$ cat config.mk
export PLATFORM = sky130hd
export DESIGN_NAME = axi_dma_mover
export DESIGN_NICKNAME = d
export VERILOG_FILES = /design/src/rtl/axi_dma_mover.sv
export SDC_FILE = /design/constraint.sdc
export NUM_CORES = 1
export LEC_CHECK = 0
export BUFFER_PORTS_ARGS = -buffer_cell sky130_fd_sc_hd__buf_2
export CORE_MARGIN = 2
export CORE_UTILIZATION = 35
export CTS_BUF_LIST = sky130_fd_sc_hd__clkbuf_4 sky130_fd_sc_hd__clkbuf_8
export CTS_CLUSTER_SIZE = 25
export DETAILED_ROUTE_END_ITERATION = 10
export GPL_TIMING_DRIVEN = 0
export HOLD_SLACK_MARGIN = 0.1
export PLACE_DENSITY = 0.64
export SLEW_MARGIN = 20
export SYNTH_ARGS = -nofsm -noshare
export SYNTH_HDL_FRONTEND = slang
export SYNTH_SLANG_ARGS = --single-unit
$ cat constraint.sdc
create_clock -name clk -period 4.3 [get_ports clk]
set_input_delay 0 -clock clk [delete_from_list [all_inputs] [get_ports clk]]
set_output_delay 0 -clock clk [all_outputs]
set_load 0.005 [all_outputs]
$ cat src/rtl/axi_dma_mover.sv
// Single-channel AXI memory-to-memory mover: read a burst into a local beat
// buffer, write it back out, repeat until the byte count is exhausted.
module axi_dma_mover #(
  parameter int unsigned ID_WIDTH  = 4,
  parameter int unsigned MAX_BEATS = 4
) (
  input  logic                clk,
  input  logic                rst,
  input  logic                start,
  input  logic [31:0]         src_addr,
  input  logic [31:0]         dst_addr,
  input  logic [15:0]         byte_len,
  output logic                done,
  output logic [ID_WIDTH-1:0] arid,
  output logic [31:0]         araddr,
  output logic [3:0]          arlen,
  output logic                arvalid,
  input  logic                arready,
  input  logic [31:0]         rdata,
  input  logic                rlast,
  input  logic                rvalid,
  output logic                rready,
  output logic [ID_WIDTH-1:0] awid,
  output logic [31:0]         awaddr,
  output logic [3:0]          awlen,
  output logic                awvalid,
  input  logic                awready,
  output logic [31:0]         wdata,
  output logic [3:0]          wstrb,
  output logic                wlast,
  output logic                wvalid,
  input  logic                wready,
  input  logic                bvalid,
  output logic                bready
);

  localparam int unsigned PW    = (MAX_BEATS > 1) ? $clog2(MAX_BEATS) : 1;
  localparam int unsigned DEPTH = 2 ** PW;

  typedef enum logic [2:0] {IDLE, RREQ, RDATA, WREQ, WDATA, WRESP, DONE} state_t;

  state_t         state, state_nx;
  logic [31:0]    src, dst;
  logic [15:0]    remaining;
  logic [3:0]     len;
  logic [PW-1:0]  ptr;
  logic [31:0]    buffer [DEPTH];
  logic           last_beat;
  logic [15:0]    step;
  logic [15:0]    rem_after;
  logic           unused_rlast;

  // Beats-minus-one for the next burst; remainders below one word end the transfer.
  function automatic logic [3:0] burst_len(input logic [15:0] rem);
    logic [13:0] words;
    words = rem[15:2];
    if (words == '0)                     return '0;
    else if (words >= 14'(MAX_BEATS))    return 4'(MAX_BEATS - 1);
    else                                 return 4'(words - 14'd1);
  endfunction

  assign step         = {9'd0, 5'({1'b0, len} + 5'd1), 2'b00};
  assign rem_after    = remaining - step;
  assign last_beat    = (4'(ptr) == len);
  assign unused_rlast = rlast;

  always_comb begin
    state_nx = state;
    unique case (state)
      IDLE:    if (start) state_nx = (byte_len[15:2] == '0) ? DONE : RREQ;
      RREQ:    if (arready) state_nx = RDATA;
      RDATA:   if (rvalid && last_beat) state_nx = WREQ;
      WREQ:    if (awready) state_nx = WDATA;
      WDATA:   if (wready && last_beat) state_nx = WRESP;
      WRESP:   if (bvalid) state_nx = (rem_after[15:2] != '0) ? RREQ : DONE;
      DONE:    state_nx = IDLE;
      default: state_nx = IDLE;
    endcase
  end

  always_ff @(posedge clk or posedge rst) begin
    if (rst) begin
      state     <= IDLE;
      src       <= '0;
      dst       <= '0;
      remaining <= '0;
      len       <= '0;
      ptr       <= '0;
    end else begin
      state <= state_nx;
      unique case (state)
        IDLE: if (start) begin
          src       <= src_addr;
          dst       <= dst_addr;
          remaining <= byte_len;
          len       <= burst_len(byte_len);
          ptr       <= '0;
        end
        RDATA: if (rvalid) ptr <= last_beat ? '0 : ptr + PW'(1);
        WDATA: if (wready) ptr <= last_beat ? '0 : ptr + PW'(1);
        WRESP: if (bvalid) begin
          src       <= src + 32'(step);
          dst       <= dst + 32'(step);
          remaining <= rem_after;
          len       <= burst_len(rem_after);
        end
        default: ;
      endcase
    end
  end

  // Beat storage carries no reset; wdata is gated so it reads zero outside WDATA.
  always_ff @(posedge clk) begin
    if (state == RDATA && rvalid) buffer[ptr] <= rdata;
  end

  assign arid    = '0;
  assign awid    = '0;
  assign araddr  = src;
  assign awaddr  = dst;
  assign arlen   = len;
  assign awlen   = len;
  assign arvalid = (state == RREQ);
  assign rready  = (state == RDATA);
  assign awvalid = (state == WREQ);
  assign wvalid  = (state == WDATA);
  assign wdata   = (state == WDATA) ? buffer[ptr] : '0;
  assign wlast   = (state == WDATA) && last_beat;
  assign wstrb   = '1;
  assign bready  = (state == WRESP);
  assign done    = (state == DONE);

endmodule

==> flow_metrics.py <==
metrics = {
    "sta": {
        "hold_slack_ns": 0.1643,
        "final.setup_skew_ns": 0.04533,
        "finalCritPeriodShare_pct": 91.63,
        "rsz0062_at_grt": "no",
        "drv_slew": 0,
        "worst_pin_slew_ns": 0.9744,
        "finalHoldViolations": 0,
        "period_needed_ns": 3.940,
        "setup_violations": 0,
        "postLayoutSetupSlackWorst_ns": 0.3600,
        "finalSetupTns_ns": 0,
        "max_freq_mhz": 253.8,
        "slew_headroom_pct": 34.54,
    },
    "setup_path": {
        "r2r-start": "arlen[1]",
        "r2r_setup_slack_ns": 0.36,
        "crit_fanout": 6,
        "r2r_cells": 10,
        "cp-end-kind": "flop",
        "critPathArrivalTime_ns": 4.40,
        "crit_path_start_kind": "flop",
        "r2r_end": "state[1]",
        "critPathKind": "flop to flop",
        "cp.required_ns": 4.76,
    },
    "synth": {
        "synth_edf_count": 128,
        "synth_top_flop_cell": "edfxtp_1",
        "ys_seq_area_share_pct": 54.04,
        "syn_avg_cell_area_sq_um": 11.36,
        "yosys-top-cells-area": "edfxtp_1 (35%), dfrtp_1 (20%), mux4_2 (6.5%)",
        "ys_async_sr_fraction_pct": 40.47,
        "ys_seq_elements": 215,
        "yosysTopAreaCellShare_pct": 34.50,
        "postSynthCellCount": 981,
        "ys_types": 70,
        "yosysTopAreaCell": "edfxtp_1",
        "ys_warn_count": 0,
        "syn_area_sq_um": 11140,
    },
    "global_route": {
        "grt_overflow": 0,
        "antenna_found_initial": 1,
        "grt_pass1_vias": 10240,
        "grt.total_usage_pct": 21.97,
        "grt_max_degree": 48,
        "grt_pass1_wl_mm": 56.93,
    },
    "placed_design": {
        "portBuffers": 228,
        "hpwl_mm": 25.37,
        "gp_congestion": 0.9095,
        "dpl_cell_area_sq_um": 12940,
        "post-place-ws_ns": 0.5994,
    },
    "drt": {
        "ant_nets": 0,
        "via_count": 10130,
        "drc": 0,
        "viasPerCell": 5.571,
        "routed_wl_mm": 37.14,
        "wl_per_cell_um": 20.42,
        "dr.pass1.iters": 5,
        "drt_iter0_drc": 837,
    },
    "cts": {
        "cts_tree": "built",
        "insertion_delay_ns": 0.57,
        "cts_sinks": 215,
        "cts_buffer_depth": 3,
        "cts_setup_buffers": 0,
        "root_buffer": "clkbuf_8",
        "path_clk_slew_ns": 0.06,
        "htree_levels": 2,
        "numCtsBuffers": 40,
    },
    "pwr": {
        "vdd_drop_max_v": 0.0002732,
        "powerDensity_nw_per_um2": 566.3,
        "leakage_nw": 5.921,
        "finalPower_mw": 8.476,
    },
    "floorplan": {
        "die_area_sq_um": 33270,
        "top_level_ports": 244,
        "die_w_um": 182.4,
        "rows": 65,
        "core_area_sq_um": 31470,
        "initial_core_util_pct": 35.40,
        "die_h_um": 182.4,
    },
    "layout": {
        "num-fill-cells": 2915,
        "fin_area_sq_um": 14970,
        "area_growth_pct": 34.36,
        "nNetsFinal": 1537,
        "drive_gt1_share_pct": 26.06,
    },
    "outcome": {
        "status": "finished clean",
    },
    "min_path": {
        "hp-class": "input pin to flop",
        "hold_depth": 4,
        "hold_start": "dst_addr[0]",
        "min_delay_worst_endpoint": "awaddr[0]",
    },
    "flow_run": {
        "timing.max_cap.violations": 0,
    },
}
[layout make-up]
| class | instances | area (sq um) | area share (%) |
|---|---|---|---|
| repair buffers | 357 | 2490 | 16.63 |
| clock buffers | 54 | 680.7 | 4.547 |
| clock inverters | 14 | 103.9 | 0.6938 |
| diodes | 1 | 2.502 | 0.01672 |
| multi-input cells | 670 | 4688 | 31.32 |
| inverters | 30 | 117.6 | 0.7858 |
| plain buffers | 76 | 361.6 | 2.416 |
| well taps | 402 | 503.0 | 3.360 |
| flip-flops and latches | 215 | 6021 | 40.22 |
[routing by layer]
layer,track usage (%),up-vias,routed length [um]
li1,-,4551,-
met1,27.88,4979,14920
met2,36.58,490,17950
met3,4.151,113,2659
met4,10.03,0,1616
met5,0,-,0
[sequential cells by signal, summed over array words and instances (netlist names)]
| register | count |
|---|---|
| buffer | 128 |
| ptr | 2 |
| state | 3 |
| araddr | 32 |
| remaining | 14 |
| arlen | 4 |
| awaddr | 32 |
[worst max-delay path by stage]
stage | startpoint | endpoint | cells after the start
6_report | arlen[1] | state[1] | 10
5_1_grt | arlen[0] | state[1] | 10
4_1_cts | arlen[1] | state[1] | 10
3_5_place_dp | arlen[0] | arlen[3] | 9
3_3_place_gp | rst | awaddr[1] | 2
2_1_floorplan | arlen[0] | arlen[2] | 9
[metrics by stage]
step                      utilization (%)  std cells
after floorplan                         -        991
after global placement              40.74       1621
after detailed placement            41.11       1626
after CTS                           47.55       1818
after global routing                47.56       1819
final                               47.56       1819
[cells by family after synthesis]
logic type | count (synthesis) | synth area share [%]
other | 2 | 0.06741
DFF | 215 | 54.04
muxes | 37 | 6.929
xor gates and xnor gates | 16 | 1.258
and+or+nand+nor | 319 | 15.07
adders and majority gates | 26 | 3.122
AOI/OAI and AO/OA | 260 | 15.25
buffers and inverters | 106 | 4.256
[cell usage after synthesis (all sizes together) (4+ instances only)]
master and instances:
mux4 32, nor4 8, a211oi 13, ha 23, and2 4, nand2 72
nor3 22, nand3 34, o21ai 45, o2bb2ai 5, dfrtp 87, edfxtp 128
a22oi 7, o21bai 5, o22a 9, o211ai 7, a311oi 16, xnor2 13
a31oi 14, nand4 10, clkbuf 51, a21oi 73, or4 7, buf 25
a41oi 5, nor2b 33, mux2i 4, o22ai 13, nor2 63, o31ai 14
and3 25, or3 13, and4 7, inv 30, a21o 9
[critical path, cell delays in order (launching register included)]
cell and delay [ns]:
dfrtp_1 0.52, ha_1 0.50, inv_1 0.12, fa_1 0.44, a211oi_1 0.48, nor2_1 0.12, xnor2_1 0.25, o2111ai_1 0.22
or4_4 0.51, o21ai_0 0.16, dlygate4sd3_1 0.56
[cells in the final DEF, fill, tap and decap left out, drive strengths merged, types with 9 or more instances in the layout]
cell type    count
conb            12
nand4           10
clkbuf         105
edfxtp         128
o31ai           14
a31oi           14
inv             31
o21ai           45
o22ai           13
dlygate4sd3    124
mux4            32
dfrtp           87
or3             13
nor2b           33
nand2           72
buf            258
clkinv          12
a21o             9
ha              23
a21oi           73
o22a             9
and3            25
nor3            22
nand3           34
a211oi          13
a311oi          16
nor2            63
xnor2           13
[power by group]
part / internal, mW / leakage, nW / switching (mW)
clock network: 1.04 / 0.418 / 0.913
registers: 2.64 / 2.16 / 0.484
logic: 1.46 / 3.34 / 1.94
[timing repair]
item                       in CTS  in global routing
hold endpoints to repair      325                  0
gates resized for setup         0                  0
hold buffers                  124                  0
setup endpoints to repair       0                  0
No activity file was read; power rests on OpenSTA's default activity.
